--- src/rtl/aes_pkg.sv ---
// Shared AES column-mixing definitions: GF(2^8) constant multipliers and the
// control FSM encoding used by mix_columns_seq.
package aes_pkg;

    localparam logic [7:0] AES_RED = 8'h1b;

    typedef enum logic [1:0] {
        ST_IDLE = 2'd0,
        ST_BUSY = 2'd1,
        ST_DONE = 2'd2
    } mc_state_e;

    function automatic logic [7:0] xtime(input logic [7:0] b);
        return {b[6:0], 1'b0} ^ (b[7] ? AES_RED : 8'h00);
    endfunction

    function automatic logic [7:0] x2(input logic [7:0] b);
        return xtime(b);
    endfunction

    function automatic logic [7:0] x3(input logic [7:0] b);
        return xtime(b) ^ b;
    endfunction

    function automatic logic [7:0] x9(input logic [7:0] b);
        return xtime(xtime(xtime(b))) ^ b;
    endfunction

    function automatic logic [7:0] xb(input logic [7:0] b);
        return xtime(xtime(xtime(b))) ^ xtime(b) ^ b;
    endfunction

    function automatic logic [7:0] xd(input logic [7:0] b);
        return xtime(xtime(xtime(b))) ^ xtime(xtime(b)) ^ b;
    endfunction

    function automatic logic [7:0] xe(input logic [7:0] b);
        return xtime(xtime(xtime(b))) ^ xtime(xtime(b)) ^ xtime(b);
    endfunction

endpackage

--- src/rtl/mix_single_column.sv ---
// Combinational (Inv)MixColumns of one 32-bit column, row 0 in the MSB byte.
// The inverse path exists only when MIX_COLUMNS_INV_EN is defined.
module mix_single_column
    import aes_pkg::*;
(
    input  logic [31:0] col_in,
    input  logic        inv,
    output logic [31:0] col_out
);

    logic [7:0] b0_s, b1_s, b2_s, b3_s;

    assign b0_s = col_in[31:24];
    assign b1_s = col_in[23:16];
    assign b2_s = col_in[15:8];
    assign b3_s = col_in[7:0];

`ifdef MIX_COLUMNS_INV_EN
    // Matrix product selected by the registered mode bit
    always_comb begin
        if (inv) begin
            col_out = {xe(b0_s) ^ xb(b1_s) ^ xd(b2_s) ^ x9(b3_s),
                       x9(b0_s) ^ xe(b1_s) ^ xb(b2_s) ^ xd(b3_s),
                       xd(b0_s) ^ x9(b1_s) ^ xe(b2_s) ^ xb(b3_s),
                       xb(b0_s) ^ xd(b1_s) ^ x9(b2_s) ^ xe(b3_s)};
        end else begin
            col_out = {x2(b0_s) ^ x3(b1_s) ^ b2_s ^ b3_s,
                       b0_s ^ x2(b1_s) ^ x3(b2_s) ^ b3_s,
                       b0_s ^ b1_s ^ x2(b2_s) ^ x3(b3_s),
                       x3(b0_s) ^ b1_s ^ b2_s ^ x2(b3_s)};
        end
    end
`else
    logic unused_inv_s;
    assign unused_inv_s = inv;

    // Forward-only matrix product
    always_comb begin
        col_out = {x2(b0_s) ^ x3(b1_s) ^ b2_s ^ b3_s,
                   b0_s ^ x2(b1_s) ^ x3(b2_s) ^ b3_s,
                   b0_s ^ b1_s ^ x2(b2_s) ^ x3(b3_s),
                   x3(b0_s) ^ b1_s ^ b2_s ^ x2(b3_s)};
    end
`endif

endmodule

--- src/rtl/mix_columns_seq.sv ---
// Sequential AES MixColumns over a 128-bit state, COLS_PER_CYCLE columns per clock.
// Define MIX_COLUMNS_INV_EN to build InvMixColumns selectable by in_inv.
module mix_columns_seq
    import aes_pkg::*;
#(
    parameter int COLS_PER_CYCLE = 1
) (
    input  logic         clk,
    input  logic         rst_n,
    input  logic         in_valid,
    output logic         in_ready,
    input  logic [127:0] in_data,
    input  logic         in_inv,
    output logic         out_valid,
    input  logic         out_ready,
    output logic [127:0] out_data,
    output logic         busy
);

    localparam logic [2:0] COL_STEP = 3'(COLS_PER_CYCLE);

    mc_state_e    state_q, state_d;
    logic [2:0]   col_q, col_d, col_sum_s;
    logic [127:0] data_q, data_d, shift_s;
    logic [127:0] out_data_q, out_data_d;
    logic         out_valid_q, out_valid_d;
    logic         rdy_q, inv_q;
    logic         accept_s, last_s, in_ready_s, busy_s;
    logic [31:0]  col_out_s [COLS_PER_CYCLE];

    // The working state shifts left each cycle, so the next columns are always on top
    for (genvar g = 0; g < COLS_PER_CYCLE; g++) begin : g_col
        mix_single_column u_col (
            .col_in  (data_q[127-32*g -: 32]),
            .inv     (inv_q),
            .col_out (col_out_s[g])
        );
    end

    assign col_sum_s = col_q + COL_STEP;
    assign last_s    = (state_q == ST_BUSY) && (col_sum_s == 3'd4);
    assign accept_s  = in_valid && in_ready_s;

    // Shift processed columns out of the top and append results at the bottom
    always_comb begin
        shift_s = data_q << (32 * COLS_PER_CYCLE);
        for (int k = 0; k < COLS_PER_CYCLE; k++) begin
            shift_s[32*(COLS_PER_CYCLE-1-k) +: 32] = col_out_s[k];
        end
    end

    // State register
    always_ff @(posedge clk or negedge rst_n) begin
        if (!rst_n) begin
            state_q <= ST_IDLE;
        end else begin
            state_q <= state_d;
        end
    end

    // Next-state logic
    always_comb begin
        state_d = state_q;
        case (state_q)
            ST_IDLE: begin
                if (accept_s) state_d = ST_BUSY;
                else          state_d = ST_IDLE;
            end
            ST_BUSY: begin
                if (last_s) state_d = ST_DONE;
                else        state_d = ST_BUSY;
            end
            ST_DONE: begin
                if (accept_s)       state_d = ST_BUSY;
                else if (out_ready) state_d = ST_IDLE;
                else                state_d = ST_DONE;
            end
            default: state_d = ST_IDLE;
        endcase
    end

    // FSM outputs; rdy_q keeps in_ready low until the first edge out of reset
    always_comb begin
        in_ready_s = 1'b0;
        busy_s     = 1'b0;
        case (state_q)
            ST_IDLE: begin
                in_ready_s = rdy_q;
                busy_s     = 1'b0;
            end
            ST_BUSY: begin
                in_ready_s = 1'b0;
                busy_s     = 1'b1;
            end
            ST_DONE: begin
                in_ready_s = rdy_q && out_ready;
                busy_s     = 1'b1;
            end
            default: begin
                in_ready_s = 1'b0;
                busy_s     = 1'b0;
            end
        endcase
    end

    // Datapath next values: capture, column processing, result publication
    always_comb begin
        data_d = data_q;
        col_d  = col_q;
        if (accept_s) begin
            data_d = in_data;
            col_d  = 3'd0;
        end else if (state_q == ST_BUSY) begin
            data_d = shift_s;
            col_d  = last_s ? 3'd0 : col_sum_s;
        end else begin
            data_d = data_q;
            col_d  = col_q;
        end
        if (last_s) out_data_d = shift_s;
        else        out_data_d = out_data_q;
        out_valid_d = (state_d == ST_DONE);
    end

    // Datapath and output registers
    always_ff @(posedge clk or negedge rst_n) begin
        if (!rst_n) begin
            data_q      <= 128'h0;
            col_q       <= 3'd0;
            out_data_q  <= 128'h0;
            out_valid_q <= 1'b0;
            rdy_q       <= 1'b0;
        end else begin
            data_q      <= data_d;
            col_q       <= col_d;
            out_data_q  <= out_data_d;
            out_valid_q <= out_valid_d;
            rdy_q       <= 1'b1;
        end
    end

`ifdef MIX_COLUMNS_INV_EN
    logic inv_d;

    // Mode is latched at acceptance and held for the whole state
    always_comb begin
        if (accept_s) inv_d = in_inv;
        else          inv_d = inv_q;
    end

    // Mode register
    always_ff @(posedge clk or negedge rst_n) begin
        if (!rst_n) begin
            inv_q <= 1'b0;
        end else begin
            inv_q <= inv_d;
        end
    end
`else
    logic unused_in_inv_s;
    assign unused_in_inv_s = in_inv;
    assign inv_q           = 1'b0;
`endif

    assign in_ready  = in_ready_s;
    assign out_valid = out_valid_q;
    assign out_data  = out_data_q;
    assign busy      = busy_s;

endmodule

--- config.mk ---
export PLATFORM = sky130hd
export DESIGN_NAME = mix_columns_seq
export DESIGN_NICKNAME = d
export VERILOG_FILES = /design/src/rtl/aes_pkg.sv /design/src/rtl/mix_single_column.sv /design/src/rtl/mix_columns_seq.sv
export SDC_FILE = /design/constraint.sdc
export NUM_CORES = 1
export LEC_CHECK = 0
export BUFFER_PORTS_ARGS = -buffer_cell sky130_fd_sc_hd__buf_2
export CAP_MARGIN = 20
export CORE_ASPECT_RATIO = 1.2
export CORE_UTILIZATION = 30
export CTS_BUF_LIST = sky130_fd_sc_hd__clkbuf_4 sky130_fd_sc_hd__clkbuf_8 sky130_fd_sc_hd__clkbuf_16
export DETAILED_ROUTE_END_ITERATION = 12
export HOLD_SLACK_MARGIN = 0.03
export PLACE_DENSITY_LB_ADDON = 0.15
export SKIP_LAST_GASP = 1
export SLEW_MARGIN = 40
export SYNTH_ARGS = -nofsm -noshare
export SYNTH_HDL_FRONTEND = slang
export SYNTH_SLANG_ARGS = --single-unit
--- constraint.sdc ---
create_clock -name clk -period 2.1 [get_ports clk]
set_input_delay 0.42 -clock clk [delete_from_list [all_inputs] [get_ports clk]]
set_output_delay 0.42 -clock clk [all_outputs]
set_load 0.005 [all_outputs]
Yosys cells after proc, flatten, opt, wreduce, memory -nomap -nowiden --
Cells that the tools add are included. W data, S select, Z words.
Storage, ports and cells: flip-flop bits (word level) 263, bits in latches 0, bits in writable memories 0, memory bits (read-only) 0, input port bits 133, output and inout port bits 131, logic and storage cells 53, memories kept 0
Cells by class: $add $sub $neg 1, multiply operators 0, div/mod/pow operators 0, magnitude comparators 0, equal/unequal tests 4, shift operators 0, multiplexer cells 16, bitwise operators 20, reduce and logical (&&, ||, !) cells 6
Operators with widths (number):
- $mux W128 | 2
- $xor A8 B8 Y8 | 20
- $mux W5 | 4
- $mux W3 | 3
- $mux W2 | 3
- $pmux W2 S3 | 1
- $eq A2 B2 Y1 const B | 2
- $add A3 B1 Y3 const B | 1
- $eq A3 B3 Y1 const B | 1
- $logic_and A1 B1 Y1 | 3
- $eq A2 B1 Y1 const B | 1
- $logic_not A2 Y1 | 1
- $mux W1 | 2
- $pmux W1 S2 | 1
- $reduce_bool A2 Y1 | 1
- $reduce_or A2 Y1 | 1

Depth between registers and ports, before layout --
Gate-level depths: netlist of run 1.
word-level depth 8, mapped depth 9, mapped depth without buffers 6

Modules after synthesis --
A second synthesis of run 1 with hierarchy kept.
Unflattened totals: cells, all modules 952, area total of the unflattened synthesis 12583.3 sq um
By module, submodules not included:
- mix_columns_seq | instances 1, cells an instance 877, area each 11284.6 sq um, sequential area each 6581.3 sq um
- mix_single_column | instances 1, cells an instance 75, area each 1298.7 sq um, sequential area each 0.0 sq um

Least setup slack after synthesis of run 1 --
No wires, ideal clock.
path kind flip-flop to flip-flop, start register col_q[0], end register out_data_q[100], in the netlist out_data[100], library setup time 0.125 ns, arrival 1.702 ns, data required time 1.975 ns, path slack 0.274 ns, cell stages (with the launch flop) 7, buffers on the path 2, clock period less this slack 1.826 ns, cells stage by stage dfrtp_1 > ha_1 > ha_1 > nand2_1 > clkbuf_1 > buf_2 > mux2_2
On the way: cells in the longest elaborated chain, start to end 3
RTL lines:
- from (decl) | RTL line mix_columns_seq.sv:23 | logic [2:0] col_q, col_d, col_sum_s;
- from (signal assigned) | RTL line mix_columns_seq.sv:135 | col_q <= col_d;
- $add A3 B1 Y3 | RTL line mix_columns_seq.sv:40 | assign col_sum_s = col_q + COL_STEP;
- $eq A3 B3 Y1 | RTL line mix_columns_seq.sv:41 | assign last_s = (state_q == ST_BUSY) && (col_sum_s == 3'd4);
- $logic_and A1 B1 Y1 | RTL line mix_columns_seq.sv:41
- to (signal assigned) | RTL line mix_columns_seq.sv:136 | out_data_q <= out_data_d;
- to (decl) | RTL line mix_columns_seq.sv:25 | logic [127:0] out_data_q, out_data_d;
Every way passes these cells. A chain may end at the register's enable or synchronous reset.

Worst setup path after layout of run 1 --
start register state_q[1], end output in_ready
On the way: cells in the longest elaborated chain, start to end 2, elaborated cells between the ends (all ways) 3, those cells by class eq/ne (1); mux (1); reduce/logical (1)
RTL lines:
- from (decl) | RTL line mix_columns_seq.sv:22 | mc_state_e state_q, state_d;
- from (signal assigned) | RTL line mix_columns_seq.sv:57 | state_q <= state_d;
- $eq A2 B2 Y1 / $logic_not A2 Y1 (equally long branches) | RTL line mix_columns_seq.sv:86 | case (state_q)
- $pmux W1 S2 * | RTL line mix_columns_seq.sv:86
- to (decl) | RTL line mix_columns_seq.sv:11 | output logic in_ready,
Mark *: on every way between the ends. The rest lies on a longest branch, timed or not.

==> results.json, run 1 <==
{
  "outcome": "completed",
  "synthArstFlopShare": 1.00,
  "regToRegSetupSlack_ns": 0.21,
  "maxSlewViolCount": 0,
  "power_density_mw_per_mm2": 1910,
  "syn_area_mm2": 0.0122,
  "insertion_delay_ns": 0.57,
  "crit_arrival_ns": 1.64,
  "design_area_mm2": 0.0154,
  "first_global_vias": 8646,
  "synth.net_count": 1144,
  "area_delta_synth_final_pct": 26.9,
  "antenna_found_initial": 0,
  "dp_hpwl_um": 25900,
  "htreeDepth": 1,
  "initial_utilization": 0.306,
  "internal_power_mw": 18.5,
  "worstHoldEndpoint": "data_q[99]",
  "core_mm2": 0.0398,
  "relSlewSlack": 0.662,
  "fmax_mhz": 486,
  "drt-initial-drc-count": 330,
  "antenna_cells": 0,
  "synth_ff_type": "dfrtp_1",
  "synth-seq-cells": 263,
  "layout.nets": 1413,
  "hold_depth": 3,
  "yosysUniqueCellTypes": 32,
  "postPlaceCellArea_mm2": 0.0144,
  "rsz0062_at_grt": "true",
  "die_x_um": 186,
  "synth_seq_area_share": 0.541,
  "crit-reg2reg-launch": "state_q[1]",
  "hold_slack_ns": 0.0516,
  "max_stage_delay_ns": 0.41,
  "vias_per_cell": 4.62,
  "synth_enable_flop_cells": 0,
  "cp_slowest_cell": "dfrtp_1",
  "ys_warn_count": 0,
  "numPortBuffers": 262,
  "layout_common_cells": "dfrtp_1, buf_2, nand2_1",
  "switching_share": 0.372,
  "cp_max_fo": 3,
  "crit_chain": "ha_2, a21o_1, and2_4, buf_2",
  "max_cap_viol_count": 0,
  "gp_congestion": 0.771,
  "crit_type": "flop to output pin",
  "hold_viol": 0,
  "fin_crit_sh": 0.981,
  "tightest_slew_ns": 0.503,
  "first_pass_iters": 4,
  "num_vias": 8454,
  "wl_per_cell_um": 19.5,
  "holdCritPathClass": "input port to flop",
  "io_pins": 264,
  "worstPathRequired_ns": 1.68,
  "skew_ns": 0.0170,
  "rows": 80,
  "n_fill_cell": 4062,
  "p_seq_frac": 0.333,
  "final_antenna_net_count": 0,
  "final_common_cell": "dfrtp_1",
  "overflow": 0,
  "drc": 0,
  "fp.dieH_um": 223,
  "cts_tree": "done",
  "critPathLaunchType": "flop",
  "holdCritStartpoint": "in_data[99]",
  "p_leak_nw": 7.46,
  "r2r_cells": 8,
  "grt_max_degree": 59,
  "grt_usage": 0.175,
  "die_area_mm2": 0.0414,
  "peakVddDrop_v": 0.000750,
  "clk_pin_slew_ns": 0.06,
  "synth.avg_cell_area_um2": 12.1,
  "pwr-share-clk": 0.187,
  "drive_gt1_frac": 0.384,
  "end_kind": "output pin",
  "numCtsBuffers": 30,
  "min_period_ns": 2.06,
  "clockBufferDepth": 3,
  "grt_pass1_wl_um": 54100,
  "setup_viol": 0,
  "finalWirelength_um": 35700,
  "cts_num_sinks": 263,
  "synthCells": 1005,
  "combPwrFrac": 0.480,
  "tns_ns": 0,
  "cts.root.buffer_cell": "clkbuf_16",
  "worstReg2RegEnd": "data_q[17]",
  "p_switching_mw": 11.0
}
==> power groups by stage <==
stage / sequential (mW) / clock, mW / combinational (mW)
after global placement: 9.93 / 0 / 14.3
after CTS: 9.92 / 5.68 / 14.6
after detailed placement: 10.0 / 0 / 14.4
final: 9.83 / 5.50 / 14.2
after global routing: 10.2 / 5.89 / 15.7
after floorplan: 9.07 / 0 / 9.88
==> state kept, by name (all words and copies together) (netlist names) <==
signal / flops
out_valid: 1
data_q: 128
out_data: 128
col_q: 3
rdy_q: 1
state_q: 2
==> area by class of cell <==
type / instances / area (um^2) / area share
clock buffer: 46 / 926 / 0.0599
clock inverter: 8 / 115 / 0.00745
inverter: 4 / 15.0 / 0.000972
multi-input combinational: 665 / 5300 / 0.343
sequential: 263 / 6580 / 0.426
tap: 533 / 667 / 0.0432
timing repair buffer: 310 / 1850 / 0.120
==> worst max-delay path: cells and delay by family (launching register included) <==
family,cells,cell delay (ns)
AOI/OAI and AO/OA,1,0.19
buffers and inverters,1,0.12
DFF,1,0.41
adders and majority gates,1,0.19
and+or+nand+nor,1,0.16
==> repair_timing <==
item,4_1_cts,5_1_grt
setup endpoints to repair,1,1
pin swaps,0,1
gates resized for setup,3,2
buffers inserted,3,2
hold buffers,1,0
endpoints found under the hold margin,37,0
==> routing by layer <==
metal | global-route usage | part of all wire
met1 | 0.229 | 0.43
met2 | 0.293 | 0.50
met3 | 0.0354 | 0.055
met4 | 0.0428 | 0.017
met5 | 0 | 0
==> logic make-up (layout without fill, tap and decap cells) <==
family	count (synthesis)	in the layout	synth area share
adders and majority gates	6	6	0.00617
AOI/OAI and AO/OA	169	169	0.0730
xor gates and xnor gates	90	90	0.104
DFF	263	263	0.541
and+or+nand+nor	184	184	0.0591
other	1	1	0.000308
muxes	215	215	0.189
buffers and inverters	77	368	0.0278
==> through the flow <==
step,util,std cells,worst slack (ns),power [mW]
after global placement,0.360,1769,0.251,24.2
after global routing,0.388,1829,-0.0249,31.7
after detailed placement,0.360,1769,0.210,24.4
after floorplan,-,1005,0.274,19.0
after CTS,0.387,1827,0.00423,30.2
final,0.388,1829,0.0406,29.5
==> worst max-delay path by stage <==
stage,start,endpoint
final,state_q[1],in_ready
after global placement,state_q[0],data_q[17]
after global routing,state_q[0],in_ready
after CTS,state_q[1],in_ready
after detailed placement,data_q[119],out_data[15]
after floorplan,col_q[0],out_data[100]
==> synthesized netlist by cell type, types with 2 or more instances <==
| cell | count | area (um^2) |
|---|---|---|
| xnor2_2 | 2 | 32.5 |
| inv_1 | 3 | 11.3 |
| buf_2 | 34 | 170 |
| xor3_1 | 4 | 95.1 |
| nand3b_1 | 2 | 15.0 |
| xnor3_1 | 23 | 518 |
| buf_1 | 7 | 26.3 |
| ha_1 | 6 | 75.1 |
| xor3_4 | 4 | 110 |
| o211ai_1 | 11 | 82.6 |
| a21oi_1 | 47 | 235 |
| xnor2_1 | 38 | 333 |
| mux2i_1 | 98 | 981 |
| nor2_1 | 27 | 101 |
| dfrtp_1 | 263 | 6580 |
| clkbuf_1 | 31 | 116 |
| mux2_2 | 117 | 1320 |
| nand2_1 | 141 | 529 |
| xor2_1 | 18 | 158 |
| nand3_1 | 11 | 55.1 |
| o21ai_0 | 107 | 536 |
No activity file was read; power rests on OpenSTA's default activity.
==> run 2, diff against run 1 <==
- MAX_ROUTING_LAYER: not set -> met4
==> results.json, run 2 (same netlist as run 1, synthesis figures left out) <==
{
  "outcome": "completed",
  "combPwrFrac": 0.480,
  "layout_common_cells": "dfrtp_1, buf_2, nand2_1",
  "skew_ns": 0.0194,
  "p_switching_mw": 10.9,
  "clockBufferDepth": 3,
  "fmax_mhz": 486,
  "worstPathRequired_ns": 1.68,
  "cts.root.buffer_cell": "clkbuf_16",
  "cts_num_sinks": 263,
  "p_leak_nw": 7.46,
  "regToRegSetupSlack_ns": 0.20,
  "worstReg2RegEnd": "data_q[17]",
  "num_vias": 8449,
  "p_seq_frac": 0.333,
  "numPortBuffers": 262,
  "rows": 80,
  "insertion_delay_ns": 0.57,
  "grt_pass1_wl_um": 54200,
  "rsz0062_at_grt": "true",
  "layout_setup_ws_ns": 0.0426,
  "hold_viol": 0,
  "pre_cts_ws_ns": 0.210,
  "gp_congestion": 0.785,
  "crit_type": "flop to output pin",
  "holdCritStartpoint": "in_data[99]",
  "finalWirelength_um": 35700,
  "r2r_cells": 8,
  "switching_share": 0.371,
  "cts_tree": "done",
  "maxSlewViolCount": 0,
  "n_fill_cell": 4062,
  "grt_usage": 0.180,
  "core_mm2": 0.0398,
  "numCtsBuffers": 30,
  "area_delta_synth_final_pct": 26.9,
  "initial_utilization": 0.306,
  "overflow": 0,
  "holdCritPathClass": "input port to flop",
  "power_density_mw_per_mm2": 1910,
  "layout.nets": 1413,
  "cp_max_fo": 3,
  "crit-reg2reg-launch": "state_q[1]",
  "relSlewSlack": 0.653,
  "setup_viol": 0,
  "clk_pin_slew_ns": 0.06,
  "max_stage_delay_ns": 0.41,
  "tns_ns": 0,
  "dp_hpwl_um": 25900,
  "die_x_um": 186,
  "critPathLaunchType": "flop",
  "fp.dieH_um": 223,
  "crit_chain": "ha_2, a21o_1, and2_4, buf_2",
  "io_pins": 264,
  "drc": 0,
  "hold_depth": 3,
  "fin_crit_sh": 0.980,
  "first_pass_iters": 4,
  "antenna_cells": 0,
  "p_total_mw": 29.5,
  "cp_slowest_cell": "dfrtp_1",
  "wl_per_cell_um": 19.5,
  "pwr-share-clk": 0.187,
  "first_global_vias": 8643,
  "final_cells": 1829,
  "fin_util": 0.388,
  "final_antenna_net_count": 0,
  "peakVddDrop_v": 0.000745,
  "die_area_mm2": 0.0414,
  "drive_gt1_frac": 0.384,
  "min_period_ns": 2.06,
  "dp.cells": 1769,
  "max_cap_viol_count": 0,
  "end_kind": "output pin",
  "final_common_cell": "dfrtp_1",
  "htreeDepth": 1,
  "drt-initial-drc-count": 344,
  "vias_per_cell": 4.62,
  "internal_power_mw": 18.5,
  "tightest_slew_ns": 0.517,
  "crit_arrival_ns": 1.64,
  "worstHoldEndpoint": "data_q[99]",
  "antenna_found_initial": 0,
  "grt_max_degree": 59
}
## run 2: worst max-delay path by stage
stage / start / to / slack (ns) / depth (start not counted)
6_report: state_q[1] / in_ready / 0.04 / 4
5_1_grt: state_q[0] / in_ready / -0.02 / 5
4_1_cts: state_q[1] / in_ready / 0.004 / 4
3_5_place_dp: data_q[119] / out_data[15] / 0.21 / 3
3_3_place_gp: state_q[0] / data_q[17] / 0.25 / 8
2_1_floorplan: col_q[0] / out_data[100] / 0.27 / 6
## run 2: critical path, delay by kind of cell, from the launching register on
kind | cells | cell delay (ns)
AND/OR/NAND/NOR | 1 | 0.16
adder cells (fa/ha/maj) | 1 | 0.19
buffers and inverters | 1 | 0.12
flip-flops | 1 | 0.41
AO/OA/AOI/OAI | 1 | 0.19
## run 2: timing repair
item,in CTS,in global routing
gates resized for setup,3,2
cloned,0,0
endpoints found under the setup margin,1,1
endpoints found under the hold margin,37,0
hold buffers,1,0
pin swaps,0,1
setup buffers,3,2
## run 2: final cells by class
| class | instances | area (um^2) | area share |
|---|---|---|---|
| Clock buffer | 46 | 926 | 0.0599 |
| Clock inverter | 8 | 115 | 0.00745 |
| Timing Repair Buffer | 310 | 1850 | 0.120 |
| Inverter | 4 | 15.0 | 0.000972 |
| Tap cell | 533 | 667 | 0.0432 |
| Sequential cell | 263 | 6580 | 0.426 |
| Multi-Input combinational cell | 665 | 5300 | 0.343 |
## run 2: routing by layer
metal / track usage / share of wire / vias up
li1: - / - / 3993
met1: 0.229 / 0.43 / 4209
met2: 0.294 / 0.50 / 199
met3: 0.0347 / 0.053 / 48
met4: 0.0428 / 0.017 / 0
met5: - / 0 / -
## run 2: power groups by stage
stage | clock network, mW | logic (mW) | registers, mW
6_report | 5.50 | 14.1 | 9.82
3_3_place_gp | 0 | 14.3 | 9.93
2_1_floorplan | 0 | 9.88 | 9.07
5_1_grt | 5.89 | 15.7 | 10.2
3_5_place_dp | 0 | 14.4 | 10.0
4_1_cts | 5.68 | 14.6 | 9.92
## run 2: through the flow
| step | hold slack, ns | cell area [um^2] |
|---|---|---|
| 2_1_floorplan | 0.124 | 12200 |
| 3_3_place_gp | 0.369 | 14400 |
| 3_5_place_dp | 0.371 | 14400 |
| 4_1_cts | 0.0314 | 15400 |
| 5_1_grt | 0.0327 | 15400 |
| 6_report | 0.0515 | 15400 |
==> run 3, diff against run 2 <==
- ABC_CLOCK_PERIOD_IN_PS: not set -> 2100
- CTS_BUF_LIST: sky130_fd_sc_hd__clkbuf_4 sky130_fd_sc_hd__clkbuf_8 sky130_fd_sc_hd__clkbuf_16 -> sky130_fd_sc_hd__clkbuf_8
==> results.json, run 3 (same netlist as run 1, synthesis figures left out) <==
{
  "drt-initial-drc-count": 373,
  "num_vias": 8722,
  "crit_arrival_ns": 1.64,
  "wl_per_cell_um": 19.1,
  "cp_slowest_cell": "dfrtp_1",
  "setup_viol": 0,
  "clockBufferDepth": 3,
  "n_fill_cell": 4028,
  "skew_ns": 0.0245,
  "cts.root.buffer_cell": "clkbuf_8",
  "worst-path-buf-inv": 2,
  "max_cap_viol_count": 0,
  "power_density_mw_per_mm2": 1810,
  "cts_num_sinks": 263,
  "dp_hpwl_um": 25900,
  "die_area_mm2": 0.0414,
  "worstPathRequired_ns": 1.68,
  "crit_type": "flop to output pin",
  "r2r_cells": 8,
  "layout.nets": 1496,
  "cp_max_fo": 3,
  "outcome": "completed",
  "first_pass_iters": 4,
  "relSlewSlack": 0.647,
  "p_seq_frac": 0.339,
  "drive_gt1_frac": 0.367,
  "switching_share": 0.381,
  "gp_congestion": 0.785,
  "core_mm2": 0.0398,
  "cts_tree": "done",
  "internal_power_mw": 17.9,
  "layout_common_cells": "dfrtp_1, buf_2, nand2_1",
  "finalWirelength_um": 36600,
  "drc": 0,
  "peakVddDrop_v": 0.000769,
  "rows": 80,
  "worstReg2RegEnd": "data_q[17]",
  "holdCritStartpoint": "in_data[6]",
  "io_pins": 264,
  "insertion_delay_ns": 0.58,
  "vias_per_cell": 4.55,
  "critPathLaunchType": "flop",
  "numCtsBuffers": 48,
  "hold_depth": 3,
  "tightest_slew_ns": 0.526,
  "p_leak_nw": 7.73,
  "htreeDepth": 2,
  "combPwrFrac": 0.493,
  "final_common_cell": "dfrtp_1",
  "end_kind": "output pin",
  "fin_crit_sh": 0.980,
  "antenna_cells": 0,
  "fin_util": 0.401,
  "rsz0062_at_grt": "true",
  "dp.cells": 1769,
  "clk_pin_slew_ns": 0.06,
  "p_switching_mw": 11.0,
  "grt_max_degree": 59,
  "initial_utilization": 0.306,
  "die_x_um": 186,
  "regToRegSetupSlack_ns": 0.18,
  "grt_pass1_wl_um": 55500,
  "cp_top_family": "flip-flops",
  "max_stage_delay_ns": 0.39,
  "min_period_ns": 2.06,
  "numPortBuffers": 262,
  "fp.dieH_um": 223,
  "maxSlewViolCount": 0,
  "first_global_vias": 9097,
  "final_antenna_net_count": 0,
  "final_cells": 1916,
  "grt_usage": 0.185,
  "antenna_found_initial": 0,
  "fmax_mhz": 486,
  "holdCritPathClass": "input port to flop",
  "worstHoldEndpoint": "data_q[6]",
  "overflow": 0,
  "crit_chain": "inv_2, ha_2, a21o_1, and2_4, buf_2",
  "area_delta_synth_final_pct": 31.3,
  "crit-reg2reg-launch": "state_q[1]",
  "pwr-share-clk": 0.167,
  "hold_viol": 0
}
## run 3: metrics by stage
stage | power (mW) | setup WS, ns | hold WS (ns) | area, um^2 | TNS, ns
CTS | 29.6 | 0.00101 | 0.0301 | 16000 | 0
finish | 29.0 | 0.0430 | 0.0640 | 16000 | 0
detailed placement | 24.4 | 0.210 | 0.371 | 14400 | 0
global route | 31.2 | -0.0297 | 0.0454 | 16000 | -0.0297
floorplan | 19.0 | 0.274 | 0.124 | 12200 | 0
global placement | 24.2 | 0.251 | 0.369 | 14400 | 0
## run 3: tightest hold or removal path: stages
cell,delay [ns]
buf_2,0.07
nand2_1,0.04
o211ai_1,0.07
## run 3: metal layers
metal / track usage / wire [um]
met2: 0.302 / 18300
met5: - / 0
met3: 0.0374 / 1850
met4: 0.0479 / 673
met1: 0.233 / 15800
## run 3: layout make-up
type,count,area [um^2],area share
Clock buffer,61,840,0.0525
Clock inverter,15,86.3,0.00540
Inverter,4,15.0,0.000939
Multi-Input combinational cell,665,5300,0.331
Sequential cell,263,6580,0.412
Tap cell,533,667,0.0417
Timing Repair Buffer,375,2500,0.156
## run 3: power groups by stage
stage | combinational (mW) | sequential (mW) | clock (mW)
final | 14.3 | 9.83 | 4.84
after global routing | 15.8 | 10.2 | 5.24
after CTS | 14.7 | 9.92 | 5.06
after detailed placement | 14.4 | 10.0 | 0
after global placement | 14.3 | 9.93 | 0
after floorplan | 9.88 | 9.07 | 0
## run 3: worst max path at each step
stage	start	end	slack (ns)	cells after the start
2_1_floorplan	col_q[0]	out_data[100]	0.27	6
3_3_place_gp	state_q[0]	data_q[17]	0.25	8
3_5_place_dp	data_q[119]	out_data[15]	0.21	3
4_1_cts	state_q[1]	in_ready	0.001	5
5_1_grt	state_q[1]	in_ready	-0.03	5
6_report	state_q[1]	in_ready	0.04	5
## run 3: repair_timing
action,4_1_cts,5_1_grt
buffers inserted,4,0
endpoints found under the setup margin,1,1
hold buffers,67,0
resized for setup,4,1
cloned,0,0
endpoints found under the hold margin,103,0
pin swaps,1,0
